--- src/rtl/condicionador_sensores_pkg.sv ---
// ----------------------------------------------------------------------------
// condicionador_sensores_pkg
//   Shared definitions for the sensor-conditioning stage: fault FSM state
//   encoding, the four physically possible tank-level patterns {H,M,L} and a
//   helper that classifies a pattern as plausible.
// ----------------------------------------------------------------------------
package condicionador_sensores_pkg;

    typedef enum logic [1:0] {
        OK       = 2'd0,
        SUSPEITO = 2'd1,
        ERRO     = 2'd2,
        RECUPERA = 2'd3
    } estado_t;

    // Probes are stacked L (bottom) < M < H (top): water can only wet a
    // higher probe if every lower probe is also wet.
    localparam logic [2:0] NIVEL_VAZIO = 3'b000;
    localparam logic [2:0] BAIXO       = 3'b001;
    localparam logic [2:0] MEDIO       = 3'b011;
    localparam logic [2:0] CHEIO       = 3'b111;

    function automatic logic nivel_plausivel(input logic [2:0] hml);
        return (hml == NIVEL_VAZIO) || (hml == BAIXO) ||
               (hml == MEDIO)       || (hml == CHEIO);
    endfunction

endpackage

--- src/rtl/condicionador_sensores_debounce_bit.sv ---
// ----------------------------------------------------------------------------
// debounce_bit
//   Conditions one raw sensor line: 2-flop synchroniser, optional 3-sample
//   majority filter, then a stability counter that lets the output follow
//   the input only after DEB_CYCLES consecutive differing samples.
//
//   Optional feature: define FILTRO_MAIORIA_EN to insert the majority vote
//   (adds two edges of latency, suppresses single-cycle spikes).
//
// Ports
//   clk        in   system clock
//   reiniciar  in   synchronous active-high reset
//   raw        in   asynchronous raw sensor line
//   out        out  debounced value
// ----------------------------------------------------------------------------
module debounce_bit
    import condicionador_sensores_pkg::*;
#(
    parameter int DEB_CYCLES = 50000
) (
    input  logic clk,
    input  logic reiniciar,
    input  logic raw,
    output logic out
);

    localparam int              CW      = $clog2(DEB_CYCLES) + 1;
    localparam logic [CW-1:0]   CNT_FIM = CW'(DEB_CYCLES - 1);

    logic          sync1;
    logic          sync2;
    logic          amostra;
    logic [CW-1:0] cnt;

    // NOTE: sequential state is always assigned with <= so every flop
    // samples pre-edge values; with = the second stage would copy the first
    // stage's new value and the synchroniser would collapse to one flop.
    always_ff @(posedge clk) begin
        if (reiniciar) begin
            sync1 <= 1'b0;
            sync2 <= 1'b0;
        end else begin
            sync1 <= raw;
            sync2 <= sync1;
        end
    end

`ifdef FILTRO_MAIORIA_EN
    logic [2:0] hist;

    always_ff @(posedge clk) begin
        if (reiniciar) begin
            hist <= 3'b000;
        end else begin
            hist <= {hist[1:0], sync2};
        end
    end

    assign amostra = (hist[0] & hist[1]) | (hist[0] & hist[2]) | (hist[1] & hist[2]);
`else
    assign amostra = sync2;
`endif

    // Any sample equal to the current output restarts the stability count.
    always_ff @(posedge clk) begin
        if (reiniciar) begin
            cnt <= '0;
            out <= 1'b0;
        end else if (amostra == out) begin
            cnt <= '0;
        end else if (cnt == CNT_FIM) begin
            out <= amostra;
            cnt <= '0;
        end else begin
            cnt <= cnt + CW'(1);
        end
    end

endmodule

--- src/rtl/condicionador_sensores.sv ---
// ----------------------------------------------------------------------------
// condicionador_sensores
//   Input-conditioning stage ahead of the irrigation controller. Debounces
//   the six field sensors, checks the tank-level pattern for plausibility,
//   keeps a persistence-filtered level-sensor fault flag and pulses a change
//   strobe whenever any conditioned output moves.
//
//   Optional feature: FILTRO_MAIORIA_EN (see debounce_bit).
//
// Ports
//   clk                  in   system clock
//   reiniciar            in   synchronous active-high reset
//   H_raw, M_raw, L_raw  in   raw level probes (1 = water at probe)
//   Ua_raw, Us_raw, T_raw in  raw air humidity / soil humidity / temperature
//   H, M, L, Ua, Us, T   out  debounced sensor values
//   nivel_valido         out  debounced {H,M,L} is a plausible pattern
//   erro_sensor          out  persistent level-sensor fault (registered)
//   mudou                out  one-cycle pulse after any debounced output toggles
// ----------------------------------------------------------------------------
module condicionador_sensores
    import condicionador_sensores_pkg::*;
#(
    parameter int DEB_CYCLES = 50000,
    parameter int ERR_HOLD   = 100000
) (
    input  logic clk,
    input  logic reiniciar,
    input  logic H_raw,
    input  logic M_raw,
    input  logic L_raw,
    input  logic Ua_raw,
    input  logic Us_raw,
    input  logic T_raw,
    output logic H,
    output logic M,
    output logic L,
    output logic Ua,
    output logic Us,
    output logic T,
    output logic nivel_valido,
    output logic erro_sensor,
    output logic mudou
);

    localparam int               CNT_W   = $clog2((DEB_CYCLES > ERR_HOLD) ? DEB_CYCLES : ERR_HOLD) + 1;
    localparam logic [CNT_W-1:0] ERR_FIM = CNT_W'(ERR_HOLD - 1);

    logic [5:0] raw_vec;
    logic [5:0] deb;
    logic [5:0] deb_ant;

    assign raw_vec = {H_raw, M_raw, L_raw, Ua_raw, Us_raw, T_raw};

    for (genvar i = 0; i < 6; i++) begin : g_deb
        debounce_bit #(
            .DEB_CYCLES (DEB_CYCLES)
        ) u_deb (
            .clk       (clk),
            .reiniciar (reiniciar),
            .raw       (raw_vec[i]),
            .out       (deb[i])
        );
    end

    assign {H, M, L, Ua, Us, T} = deb;

    // ---------------------------------------------------------------- fault FSM
    estado_t          estado;
    estado_t          estado_prox;
    logic [CNT_W-1:0] cnt;
    logic [CNT_W-1:0] cnt_prox;
    logic             erro_prox;
    logic             plausivel;

    assign plausivel    = nivel_plausivel(deb[5:3]);
    assign nivel_valido = plausivel;

    always_ff @(posedge clk) begin
        if (reiniciar) begin
            estado      <= OK;
            cnt         <= '0;
            erro_sensor <= 1'b0;
        end else begin
            estado      <= estado_prox;
            cnt         <= cnt_prox;
            erro_sensor <= erro_prox;
        end
    end

    // NOTE: both outputs get a default before the case so no path leaves
    // them unassigned; otherwise synthesis infers latches.
    always_comb begin
        estado_prox = estado;
        cnt_prox    = cnt;
        case (estado)
            OK: begin
                if (!plausivel) begin
                    estado_prox = SUSPEITO;
                    cnt_prox    = CNT_W'(1);
                end else begin
                    cnt_prox    = '0;
                end
            end
            SUSPEITO: begin
                if (plausivel) begin
                    estado_prox = OK;
                    cnt_prox    = '0;
                end else if (cnt == ERR_FIM) begin
                    estado_prox = ERRO;
                    cnt_prox    = '0;
                end else begin
                    cnt_prox    = cnt + CNT_W'(1);
                end
            end
            ERRO: begin
                if (plausivel) begin
                    estado_prox = RECUPERA;
                    cnt_prox    = CNT_W'(1);
                end else begin
                    cnt_prox    = '0;
                end
            end
            RECUPERA: begin
                if (!plausivel) begin
                    estado_prox = ERRO;
                    cnt_prox    = '0;
                end else if (cnt == ERR_FIM) begin
                    estado_prox = OK;
                    cnt_prox    = '0;
                end else begin
                    cnt_prox    = cnt + CNT_W'(1);
                end
            end
            default: begin
                estado_prox = OK;
                cnt_prox    = '0;
            end
        endcase
    end

    // Flag follows the state being entered, so it is registered together
    // with the state and changes on the very edge that enters ERRO / OK.
    always_comb begin
        erro_prox = (estado_prox == ERRO) || (estado_prox == RECUPERA);
    end

    // ------------------------------------------------------------ change strobe
    always_ff @(posedge clk) begin
        if (reiniciar) begin
            deb_ant <= '0;
            mudou   <= 1'b0;
        end else begin
            deb_ant <= deb;
            mudou   <= |(deb ^ deb_ant);
        end
    end

endmodule

--- config.mk ---
export PLATFORM = sky130hd
export DESIGN_NAME = condicionador_sensores
export DESIGN_NICKNAME = d
export VERILOG_FILES = /design/src/rtl/condicionador_sensores_pkg.sv /design/src/rtl/condicionador_sensores_debounce_bit.sv /design/src/rtl/condicionador_sensores.sv
export SDC_FILE = /design/constraint.sdc
export NUM_CORES = 1
export LEC_CHECK = 0
export CAP_MARGIN = 25
export CORE_MARGIN = 2
export CORE_UTILIZATION = 52
export DETAILED_ROUTE_END_ITERATION = 8
export GPL_TIMING_DRIVEN = 0
export HOLD_SLACK_MARGIN = 0.08
export PLACE_DENSITY = 0.81
export SYNTH_ARGS = -nofsm -noshare
export SYNTH_HDL_FRONTEND = slang
export SYNTH_SLANG_ARGS = --single-unit
--- constraint.sdc ---
create_clock -name clk -period 1.9 [get_ports clk]
set_input_delay 0.38 -clock clk [delete_from_list [all_inputs] [get_ports clk]]
set_output_delay 0.38 -clock clk [all_outputs]
set_load 0.01 [all_outputs]
## Word-level counts from Yosys, hierarchy flattened

Index checks and enable logic that the tools add are counted.
Widths: inputs -> output; s select.

| word-level totals | value |
|---|---|
| latch bits | 0 |
| input port bits | 8 |
| bits in writable memories | 0 |
| output and inout port bits | 9 |
| logic and storage cells | 96 |
| memories kept | 0 |
| bits in registers | 148 |
| memory bits (read-only) | 0 |

| cells by class | value |
|---|---|
| mux-type cells | 13 |
| $mul | 0 |
| $lt $le $gt $ge | 0 |
| divide/modulo/power cells | 0 |
| reduce and logical (&&, ||, !) cells | 19 |
| add/sub/neg operators | 7 |
| shift-type cells | 0 |
| eq/ne operators | 21 |
| bitwise operators | 7 |

Operators with widths:

| operator | count |
|---|---|
| $add 17x1->17 const B | 6 |
| $eq 17x16->1 const B | 6 |
| $pmux 18 s4 | 1 |
| $mux 18 | 3 |
| $add 18x1->18 const B | 1 |
| $eq 18x17->1 const B | 1 |
| $reduce_or 3->1 | 6 |
| $mux 2 | 6 |
| $reduce_and 2->1 | 6 |
| $eq 2x2->1 const B | 4 |
| $pmux 2 s4 | 1 |
| $eq 1x1->1 | 6 |
| $not 1->1 | 6 |
| $reduce_or 6->1 | 1 |
| $xor 6x6->6 | 1 |
| $logic_or 1x1->1 | 4 |
| $eq 3x1->1 const B | 1 |
| $eq 3x2->1 const B | 1 |
| $eq 3x3->1 const B | 1 |
| $logic_not 3->1 | 1 |
| $eq 2x1->1 const B | 1 |
| $logic_not 2->1 | 1 |
| $mux 1 | 2 |

## Longest topological paths before layout

Gate-level depths: netlist of run 1.

| logic depth | value |
|---|---|
| depth in word-level cells | 8 |
| gate-level depth with buffers | 7 |
| mapped depth without buffers | 5 |

## Cells and area by module

From an unflattened synthesis of run 1, not the netlist that was laid out.

| unflattened totals | value |
|---|---|
| cells, all modules | 715 |
| area total of the unflattened synthesis | 6651.4 sq um |

Modules (own cells, without submodules):

| module | times used | area each (sq um) | sequential area each (sq um) | cells an instance |
|---|---|---|---|---|
| debounce_bit | 6 | 908.4 | 400.4 | 98 |
| condicionador_sensores | 1 | 1201.2 | 540.5 | 127 |

## Least setup slack after synthesis of run 1

Ideal clock, no wire load.

| timing | value |
|---|---|
| kind | reg2reg |
| start | register g_deb[0].u_deb.cnt[10] |
| end | register g_deb[0].u_deb.cnt[15] |
| data arrival time | 1.825 ns |
| clock period less this slack | 1.939 ns |
| setup time | 0.115 ns |
| path buffers | 1 |
| slack | -0.039 ns |
| cell stages (with the launch flop) | 6 |
| required time | 1.785 ns |
| cells stage by stage | dfxtp_1 -> or4_1 -> or4_4 -> o31ai_4 -> buf_6 -> nor2_1 |

| on the way | value |
|---|---|
| word-level cells in the longest chain between the ends | 2 |
| elaborated cells on any way between the ends | 3 |
| those cells by class | add/sub (1); eq/ne (1); reduce/logical (1) |

RTL lines:

| element | line | source |
|---|---|---|
| from (decl) | condicionador_sensores_debounce_bit.sv:33 | `logic [CW-1:0] cnt;` |
| from (signal assigned) | condicionador_sensores_debounce_bit.sv:75 | `cnt <= cnt + CW'(1);` |
| parallel branches: the longest is 2 deep, another holds $add 17x1->17 | -- |  |

Parallel ways; which one is timed is not known.
A chain may end at the register's enable or synchronous reset.

## Worst setup path in the final report of run 1

| timing | value |
|---|---|
| start | register g_deb[0].u_deb.cnt[12] |
| end | register g_deb[0].u_deb.out |

| on the way | value |
|---|---|
| word-level cells in the longest chain between the ends | 2 |

RTL lines:

| element | line | source |
|---|---|---|
| $eq 17x16->1 | condicionador_sensores_debounce_bit.sv:71 | `end else if (cnt == CNT_FIM) begin` |
| $reduce_and 2->1 (no source line) | -- |  |
| to (signal assigned) | condicionador_sensores_debounce_bit.sv:72 | `out <= amostra;` |
| to (decl) | condicionador_sensores_debounce_bit.sv:24 | `output logic out` |

No other way between the ends.

==> flow_results.org, run 1 <==
** STA
- At the pin with the least slew margin, the transition time is ~0.55 ns.
- The total count of max-transition violations in the final report was 0.
- The worst pin sits at a relative slew slack of 62.92%.
- Of the available clock period, the critical path in the final layout requires 101.5%.
- Time the final worst path needs with I/O delays and setup :: around 1.9 ns
- Final count of hold timing violations :: 0
- Setup repair after global routing missed its margin :: yes
- Across all hold checks on the routed design, the worst slack comes to 0.4367 ns.
- Based on the critical path, the design can be clocked at up to 518.4 MHz.
- Final setup violating endpoints :: 8
- After layout, the worst setup slack is -0.02918 ns.
- Clock Skew :: 0.005910 ns

** Logic synthesis
- Dominant cell by count in the synthesized netlist :: dfxtp_1
- The synthesized netlist devotes 1.390% of its cell area to adder and majority cells.
- Portion of netlist area occupied by mux cells :: 1.390%
- Xor-xnor portion of the synthesized cell area :: 15.85%
- Sorting the synthesized cells by how often they occur yields dfxtp_1, nor2_1, xnor2_1, nor3_1, nand3_1.
- The Yosys step of the flow raised 0 warnings.
- Largest cells by area after synthesis :: dfxtp_1, xnor2_1, nor2_1, nor4_1, nor3_1
- The cell area that synthesis handed to floorplanning was 0.006300 mm2.
- By area, the combinational part of the netlist is dominated by simple AND/OR/NAND/NOR gates.
- Area fraction in and, or, nand and nor cells after synthesis :: between 20 and 30%
- Syn Area/Cell :: 8.923 um2
- Cell variety after synth :: 41
- Asr flop ratio synth :: 0%
- Sequential cells were found to cover a little under half of the synthesized design area.
- Nets in the synthesized netlist :: between 700 and 800
- Count of state elements after synthesis :: 147
- In this run, synthesis inferred 0 flip-flops with an integrated enable.
- After synthesis, the largest area contributor takes up 46.71% of total cell area.
- Area leader, netlist :: dfxtp_1
- In the synthesized netlist the dominant register cell turns out to be dfxtp_1.
- Area fraction in compound gates after synthesis :: 2.681%
- Synthesis produced between 700 and 800 cells.

** Critical path
- For flop-to-flop paths, the worst setup slack is -0.03 ns.
- Nature of the critical path endpoint :: flop
- Nature of the critical path startpoint :: flop
- The critical path in this run is classified as flop to flop.
- CP Data Arrival Time :: between 2 and 2.5 ns
- R2R cell count :: 4
- The critical path starts at g_deb[0].u_deb.cnt[12].
- Along the worst path, the maximum fanout reaches 4.
- Required time of the critical path :: 2.21 ns
- Terminus of the critical flop-to-flop path :: g_deb[0].u_deb.out
- The most critical setup path has its endpoint at g_deb[0].u_deb.out.
- The startpoint identified for the worst register-to-register timing path is g_deb[0].u_deb.cnt[12].

** Run status
- Violations in the final reports :: negative setup slack
- The run finished, with violations left.

** Pwr
- Dividing total power by cell area gives a power density of approximately 870 mW/mm2.
- Lkg Pwr :: 2.221 nW
- Worst IR drop on VDD :: 0.7040 mV
- Sequential group share of total power :: approximately 48%
- The analysis attributes to net switching a power of 1.383 mW.
- Cell internal power was estimated by the tool at ~5.1 mW.
- Portion of total power attributed to combinational logic :: between 1 and 1.5%
- The clock network is responsible for between 50% and 60% of the overall power.
- Net switching is 21.39% of the power.

** Drt
- Vias/cell :: between 5 and 6
- Highest layer used for signal routing :: met4
- For this block, the routed nets add up to 12.77 mm of wire.
- Length of routed wiring on met1 :: 5.734 mm
- Dividing the detail-routed wire length by the instance count gives 14.01 um.
- Wire segments on met3 add up to 390 um in the final route.
- DRC violations left :: 0
- Post-route antenna net violation count :: 0
- In this run, the number of DRC markers left after iteration 0 of detailed routing was 331.
- The routed design uses 6.347 mm of met2 wire.
- The routed layout has around 5100 vias.
- The first TritonRoute pass finished after 5 iterations.

** Die
- Area of the core :: 0.01191 mm2
- I/O pin cnt :: 17
- Die W :: 114.1 um
- Initial cell density of the core :: 52.89%
- The floorplan step defined a die boundary enclosing ~0.013 mm2.
- Vertical extent of the die :: 114.1 um
- Std cell rows :: 40

** Cells and area
- Number of nets in the layout :: 766
- Fill cell total of the finished layout :: just over 900
- For this run, the number of standard cells in the final layout without fillers is slightly above 900.
- Proportion of layout cells with a drive suffix above 1 :: 12.17%
- Antenna cell count :: 0
- The area growth from synthesis to layout is 18.57%.

** Clocking
- At the later pin of the worst-skew pair, clock insertion delay measures 0.42 ns.
- Max clock buf depth :: 2
- The clock net in this run drives a total of 147 sinks.
- Root buffer cell :: clkbuf_16
- H-Tree Depth :: 4
- Total clock buffers created by CTS :: 17
- Clock-pin slew was measured on the worst setup and hold paths at 0.06 ns.
- CTS tree :: done
- Hold bufs inserted after CTS :: 0

** Min path
- The min-delay analysis places its worst path in the category flop to flop.
- Hold_sp :: g_deb[5].u_deb.sync1

** GRT
- Initial antenna violation count :: 0
- Global-route wire length before repair :: about 21 mm
- Overall global routing resource usage :: 20.39%
- Pin count of the biggest net entering global routing :: 17
- For this run the aggregate overflow at the end of global routing stands at 0.
- The via count of the first global-routing pass was 4779.

** Run
- Max-cap violations :: 0

** Place
- Routability-driven placement finished with a final weighted congestion of between 0.8 and 0.9.
- Counting tap cells, the placed design contains a total of 869 instances.
- After legalization and detailed placement, the total HPWL measured 8.447 mm.
- OpenSTA, run right after detailed placement, puts the worst setup slack at -0.5073 ns.
- Count of input and output buffers :: 16
placed cells by master, fill, tap and decap left out, drive strengths merged, types with 2 or more instances in the layout:
| cell type | n |
|---|---|
| a31oi | 2 |
| o31ai | 2 |
| nor3 | 46 |
| nor3b | 3 |
| clkdlybuf4s50 | 15 |
| clkinvlp | 2 |
| nor2b | 26 |
| o21a | 2 |
| clkbuf | 25 |
| buf | 17 |
| or4 | 5 |
| mux2i | 2 |
| xor2 | 20 |
| nor4 | 42 |
| xnor2 | 94 |
| dfxtp | 147 |
| o21ai | 3 |
| nand2 | 28 |
| nand4 | 32 |
| a21oi | 4 |
| inv | 29 |
| or3 | 2 |
| and4 | 5 |
| and2 | 2 |
| nand3 | 45 |
| ha | 7 |
| mux2 | 6 |
| nor2 | 126 |
| clkinv | 7 |
| and3 | 5 |
| a31o | 3 |
| bufinv | 2 |
through the flow:
| stage | setup TNS, ns | util [%] | instance area [um2] | total power [mW] |
|---|---|---|---|---|
| 2_1_floorplan | -0.3499 | - | 6314 | 3.220 |
| 3_3_place_gp | -24.09 | 55.89 | 6658 | 3.249 |
| 3_5_place_dp | -27.74 | 55.89 | 6658 | 3.252 |
| 4_1_cts | 0 | 61.82 | 7363 | 6.499 |
| 5_1_grt | -1.102 | 62.71 | 7470 | 6.663 |
| 6_report | -0.05338 | 62.71 | 7470 | 6.466 |
what timing repair did:
action	CTS	global route
pin swaps	5	3
setup buffers	7	5
gates resized for setup	24	19
endpoints found under the setup margin	89	79
routing by layer:
| metal | vias up | GRT usage (%) |
|---|---|---|
| li1 | 2532 | - |
| met1 | 2429 | 24.74 |
| met2 | 100 | 35.24 |
| met3 | 23 | 4.182 |
| met4 | 0 | 8.618 |
| met5 | - | 0 |
critical path, stage by stage (launching register included):
cell and delay [ns]:
dfxtp_2 0.34, or4_4 0.52, or4_4 0.46, nor3_2 0.19, mux2_4 0.32
power groups by stage:
stage          combinational, mW  sequential [mW]  clock (mW)
6_report                  0.0901             3.11        3.27
5_1_grt                    0.100             3.11        3.46
4_1_cts                   0.0852             3.11        3.31
3_5_place_dp              0.0774             3.17           0
3_3_place_gp              0.0757             3.17           0
2_1_floorplan             0.0476             3.17           0
cells by family after synthesis:
logic type,after synthesis
simple gates,370
mux,8
flops,147
xor+xnor,114
fa+ha+maj,7
buf+inv,40
compound gates,20
registers in the layout, summed over array words and instances (netlist names), 6 cells and up:
name / cells
g_deb.u_deb.cnt: 102
cnt: 18
deb_ant: 6
g_deb.u_deb.amostra: 6
g_deb.u_deb.out: 6
g_deb.u_deb.sync1: 6
cell type report:
| cell class | instances | area, um2 | share of cell area (%) |
|---|---|---|---|
| Buffer | 13 | 82.58 | 1.106 |
| Clock buffer | 17 | 425.4 | 5.695 |
| Clock inverter | 15 | 156.4 | 2.094 |
| Inverter | 25 | 93.84 | 1.256 |
| Multi-Input combinational cell | 519 | 3327 | 44.54 |
| Sequential cell | 147 | 2952 | 39.51 |
| Tap cell | 147 | 183.9 | 2.462 |
| Timing Repair Buffer | 28 | 249.0 | 3.333 |
how the worst min path moves through the flow:
stage / to / slack (ns) / cells past startpoint
floorplan: g_deb[0].u_deb.amostra / 0.41 / 1
global placement: g_deb[4].u_deb.amostra / 0.42 / 1
detailed placement: g_deb[5].u_deb.amostra / 0.43 / 1
CTS: g_deb[5].u_deb.amostra / 0.44 / 1
global route: g_deb[0].u_deb.amostra / 0.46 / 1
finish: g_deb[5].u_deb.amostra / 0.44 / 1
(Power assumes the default switching activity.)
==> run 2, diff against run 1 <==
Settings changed: GPL_TIMING_DRIVEN 0 to default, RECOVER_POWER from default to 25.
==> run 2 against run 1 <==
  * The flow now finishes without violations
  * Combinational power decreased by 3.1%
  * Critical endpoint unchanged
  * Largest power group unchanged
  * Maximum frequency increased by 4.6%
  * Critical path depth unchanged
  * Hold slack improved by 0.0033 ns
==> flow_results.org, run 2 (synthesized netlist as in run 1, its figures left out) <==
** Cells and area
- Final standard cell area without fillers :: 0.007575 mm2
- Largest Register :: g_deb.u_deb.cnt
- For this run, the post-layout net count is 784.
- Leaving out fill and tap cells, the most frequent cell in the layout is dfxtp_1.
- The largest registers in the layout are g_deb.u_deb.cnt x102, cnt x18.
- Area overhead of the layout relative to synthesis :: 20.24%
- Leaving out fill and tap cells, the most frequent cells in the layout are dfxtp_1, nor2_1, xnor2_1.
- Proportion of layout cells with a drive suffix above 1 :: 12.04%
- After filler insertion, the fill cell instance count of the layout stands at 946.
- 0 antenna diodes ended up in the layout.
- The register with the most flip-flops in the layout has 102 of them.

** Drt
- The final layout contains routed wiring with a total length of 12.21 mm.
- Pre-antenna DRT Iters :: 5
- In this run, the number of DRC markers left after iteration 0 of detailed routing was 370.
- In the routed design, unresolved DRC markers number 0.
- The count of nets left with antenna violations once routing finished came out at 0.
- Vias/cell :: 5.505
- Average wire length per cell after detail routing :: 13.16 um
- Detailed-route via count :: a little over 5000

** GRT
- The via count of the first global-routing pass is 4998.
- Overflow left after global routing :: 0
- Overall global routing resource usage :: 20.33%
- Initial antenna violation count :: 0
- Global-route wire length before repair :: about 21 mm
- Entering global routing, the biggest net connects 20 pins.

** Critical path
- Along the worst path, the maximum fanout reaches 2.
- Data arrives at the worst endpoint at ~2.2 ns.
- Nature of the critical path endpoint :: flop
- Crit Path Class :: flop to flop
- At the worst endpoint, the required time is 2.21 ns.
- The worst setup path is launched from a flop.

** Clocking
- The H-tree generated during clock tree synthesis spans 4 levels.
- Clock-pin slew was measured on the worst setup and hold paths at about 0.060 ns.
- Clock tree synthesis selected as its root buffer the cell clkbuf_16.
- Max clock buf depth :: 2
- Hold bufs inserted after CTS :: 0
- Total clock buffers created by CTS :: 17
- TritonCTS built the clock tree.
- Buffer count from post-CTS setup fixing :: 0
- The clock reaches the later pin of the worst-skew pair after about 0.42 ns.
- Counting every sink on the clock net gives roughly 150.

** Place
- Routability congestion estimate from global placement :: approximately 0.86
- Count of input and output buffers :: 16
- Area after detailed placement :: 0.006950 mm2
- At the placement stage, the worst setup path has a slack of -0.02651 ns.
- Detailed placement finished with a half-perimeter wire length of 8.624 mm.

** STA
- The worst path uses a little over nine tenths of the clock period.
- Max-slew headroom :: 60.39%
- Number of max-slew violations in the final report :: 0
- The worst path in the final design needs a cycle of 1.845 ns, including I/O delays and setup.
- Setup repair after global routing missed its margin :: no
- For the final routed database, the setup TNS stands at 0 ns.
- The count of endpoints failing hold in the final timing report came to 0.
- Final setup violating endpoints :: 0
- The tightest hold path in the finished design has a slack of 0.4400 ns.
- For the pin with the worst max-slew slack, the measured transition is 0.5941 ns.
- Setup slack after layout :: approximately 0.055 ns
- For the final database, setup skew stands at 0.006145 ns.
- Timing would allow up to 542.1 MHz.

** Pwr
- IR analysis of the VDD net gives a maximum drop of between 0.5 and 0.6 mV.
- Switching power share of the total :: between 15 and 20%
- The analysis attributes to net switching a power of 1.279 mW.
- Of the total power, combinational logic draws 1.3%.
- Internal power contribution :: 5.325 mW
- Power Density :: 871.8 mW/mm2
- Summed over all cells, the static leakage comes to 2.339 nW.
- Total power consumption of the routed design :: about 6.6 mW
- Of the total power, registers draw 47.1%.
- Clock group share of total power :: 51.6%

** Die
- Std cell rows :: 40
- The die covers 0.01301 mm2.
- The region available for standard cell placement spans 0.01191 mm2.
- Initial cell density of the core :: 52.89%
- Vertical extent of the die :: ~110 um
- For this design the top-level I/O count stands at 17.
- Die W :: about 110 um

** Run status
- The flow ran to the end, and the final reports show no timing, DRC or antenna violations.

** Min path
- In this run the worst hold path is classified as flop to flop.

** Run
- Max-cap violations in this run came to 0.
==> run 2: cell types whose count changed in the layout (fill, tap and decap cells not counted), sizes merged <==
cell,before,now
bufinv,2,3
clkbuf,25,26
clkinv,7,5
dlygate4sd3,0,1
inv,29,25
clkdlybuf4s50,15,13
buf,17,39
==> run 2: routing by layer <==
metal	part of all wire, %	track usage, %	vias up
met3	3.3	4.764	18
met4	1.7	9.024	0
met5	0	0	-
li1	-	-	2566
met1	45	24.66	2435
met2	50	34.48	90
==> run 2: through the flow <==
stage,cells,util (%)
2_1_floorplan,706,-
3_3_place_gp,897,58.35
3_5_place_dp,897,58.35
4_1_cts,928,63.51
5_1_grt,928,63.59
6_report,928,63.59
==> run 2: area by class of cell <==
type	count	area [um2]	share of cell area, %
Inverter	25	93.84	1.239
Clock buffer	21	480.5	6.343
Multi-Input combinational cell	519	3242	42.80
Clock inverter	10	130.1	1.718
Timing Repair Buffer	59	499.2	6.591
Tap cell	147	183.9	2.428
Sequential cell	147	2945	38.88
==> run 2: power by group through the flow <==
stage	clock network [mW]	registers [mW]	logic [mW]
3_3_place_gp	0	3.17	0.0867
3_5_place_dp	0	3.17	0.0896
4_1_cts	3.45	3.11	0.0906
6_report	3.41	3.11	0.0873
2_1_floorplan	0	3.17	0.0476
5_1_grt	3.60	3.11	0.0962
==> run 2: final timing paths <==
| check | startpoint | to | slack, ns | cells past startpoint |
|---|---|---|---|---|
| hold reg to reg | g_deb[3].u_deb.sync1 | g_deb[3].u_deb.amostra | 0.44 | 1 |
| setup / recovery | g_deb[0].u_deb.cnt[12] | g_deb[0].u_deb.out | 0.06 | 4 |
| hold / removal | g_deb[3].u_deb.sync1 | g_deb[3].u_deb.amostra | 0.44 | 1 |
| setup reg to reg | g_deb[0].u_deb.cnt[12] | g_deb[0].u_deb.out | 0.06 | 4 |
==> run 2: repair_timing <==
item / CTS / global route
setup endpoints to repair: 6 / 20
cloned: 0 / 0
pin swaps: 2 / 0
gates resized for setup: 3 / 6
==> run 2: worst max-delay path, stage by stage (launching register included) <==
cell and delay (ns):
dfxtp_2 0.31, or4_1 0.50, or4_4 0.45, nor3_2 0.12, mux2_2 0.34
==> run 3, diff against run 2 <==
Clock period 1.9 ns to 1.51 ns, I/O delays scaled along.
==> run 3 against run 2 <==
  * The run now ends with negative setup slack left
  * Die area is the same
  * Cell count grew 9.4%
  * Combinational power grew 64%
  * Critical path type unchanged
  * Critical endpoint unchanged
  * Largest cell class unchanged
==> flow_results.org, run 3 (synthesized netlist as in run 1, its figures left out) <==
** GRT
- Overflow left after global routing :: 0
- Global routing used 24.53% of the available tracks.
- For met2 alone, demand over resource in global routing was 43.57%.
- Global-route wire length before repair :: around 25 mm
- For this run, global-route usage on met3 was measured as 6.882%.
- The via count of the first global-routing pass came to roughly 5700.
- Layer with the highest usage after global routing :: met2
- Initial antenna violation count :: 0
- Entering global routing, the biggest net connects 18 pins.
- Met1 GRT Util :: 27.32%

** Critical path
- CP Cell Sequence :: or4_1 > or4_4 > nor3_2 > mux2_4
- STA puts the critical path data arrival time at 2.21 ns.
- The worst setup path is launched from a flop.
- Critical-path top delay cell :: or4_1
- Nature of the critical path endpoint :: flop
- Cell family with most CP delay :: simple AND/OR/NAND/NOR gates
- Crit path buffers/inverters :: 0
- CP max stage delay :: around 0.52 ns
- Crit Path Class :: flop to flop
- Maximum fanout count along the critical path :: 2
- Required time of the critical path :: roughly 1.8 ns

** Die
- Vertical extent of the die :: around 110 um
- The die covers 0.01301 mm2.
- Area of the core :: 0.01191 mm2
- From left edge to right edge, the die measures 114.1 um.
- Initial cell density of the core :: 52.89%
- Row generation in the floorplan step produced 40 rows.
- During I/O placement, the number of pins put on the boundary was 17.

** STA
- Number of max-slew violations in the final report :: 0
- Setup slack after layout :: -0.3835 ns
- Hold timing on the final database bottoms out at a slack of 0.4310 ns.
- Setup TNS :: -16.10 ns
- Worst-margin pin slew :: roughly 0.52 ns
- Time the final worst path needs with I/O delays and setup :: around 1.9 ns
- Final Cycle Share :: 125.4%
- Maximum clock frequency :: 528.1 MHz
- Clock Skew :: 0.01001 ns
- Final count of hold timing violations :: 0
- Final setup violating endpoints :: 122
- Setup repair after global routing could not meet its margin everywhere.
- Headroom to the max-slew limit came out at between 60% and 70%.

** Clocking
- Clock latency on the worst-skew pair :: approximately 0.43 ns
- For this design, the sink count on the clock tree is 147.
- Total clock buffers created by CTS :: 17
- After clock tree synthesis, the clock-pin slew on the worst setup and hold paths is 0.06 ns.
- Max clock buf depth :: 2
- Root buffer cell :: clkbuf_16
- The H-tree was split into 4 levels.
- In this run, post-CTS hold repair placed 0 buffers.
- CTS tree :: done

** Cells and area
- The repair_antennas step left the layout with diodes totalling 0.
- The largest registers in the layout are g_deb.u_deb.cnt x102, cnt x18.
- The net count of the finished layout is 870.
- The multi-input combinational cells in the finished layout cover a total of 0.003866 mm2.
- Area overhead of the layout relative to synthesis :: 40.64%
- Summing all flip-flop and latch instances after layout gives 0.002990 mm2.
- Most frequent cells in the layout :: dfxtp_1, buf_4, xnor2_1
- Proportion of layout cells with a drive suffix above 1 :: 34.45%
- Fill cell total of the finished layout :: 732
- The register with the most flip-flops in the layout has 102 of them.
- Largest Register :: g_deb.u_deb.cnt
- Post-layout utilization of the core :: 74.38%
- Commonest non-fill, non-tap cell in the layout :: dfxtp_1

** Place
- In this run the tool buffered the top-level ports with 16 buffer cells.
- Routability congestion estimate from global placement :: between 0.8 and 0.9
- Timing analysis after detailed placement gives a worst setup slack of -0.4203 ns.
- Detailed placement finished with a half-perimeter wire length of 9.956 mm.

** Drt
- Average wire length per cell after detail routing :: roughly 17 um
- For this block, the initial DRC count from the detailed router was 528.
- Across all layers, the routed design uses 5784 vias.
- After detailed routing, the total wire length is approximately 17 mm.
- The detail route stage leaves a number of antenna-violating nets equal to 0.
- Pre-antenna DRT Iters :: 5
- In the routed design, unresolved DRC markers number 0.
- Vias/cell :: 5.699

** Run status
- Violations in the final reports :: negative setup slack
- Run status :: complete, but fails checks

** Min path
- The min-delay analysis places its worst path in the category input port to flop.

** Pwr
- Power Density :: 909.3 mW/mm2
- The design draws 8.056 mW.
- Worst IR drop on VDD :: 0.8135 mV
- Lkg Pwr :: 2.963 nW

** Run
- Across the run, the number of max-cap violations was 0.
run 3: stage by stage:
stage | cells | cell area, um2
final | 1015 | 8860
after global routing | 1015 | 8860
after CTS | 1003 | 8417
after detailed placement | 967 | 7642
after global placement | 967 | 7642
after floorplan | 706 | 6535
run 3: final timing paths:
check / start / end / slack [ns] / cells past startpoint
max reg2reg: g_deb[0].u_deb.cnt[12] / g_deb[0].u_deb.out / -0.38 / 4
max: g_deb[0].u_deb.cnt[12] / g_deb[0].u_deb.out / -0.38 / 4
min reg2reg: g_deb[0].u_deb.sync1 / g_deb[0].u_deb.amostra / 0.43 / 1
min: T_raw / g_deb[0].u_deb.sync1 / 0.43 / 2
run 3: per-layer routing:
metal,routed length (um),share of wire [%],up-vias
met1,6594,39,2789
met4,563,3.4,0
met2,8925,53,187
met5,0,0,-
li1,-,-,2744
met3,690,4.1,64
run 3: cell type report:
cell class	count	share of cell area (%)
Multi-Input combinational cell	520	43.64
Sequential cell	147	33.75
Timing Repair Buffer	144	13.11
Clock buffer	20	5.155
Tap cell	147	2.076
Clock inverter	12	1.215
Inverter	25	1.059
run 3: power breakdown:
part | switching, mW | total, mW | internal [mW]
registers | 0.00999 | 3.90 | 3.89
logic | 0.0743 | 0.143 | 0.0692
clock network | 1.67 | 4.02 | 2.35
run 3: what timing repair did:
item	CTS	global route
cloned	2	1
gates resized for setup	50	111
setup buffers	2	11
endpoints found under the setup margin	86	128
pin swaps	7	39
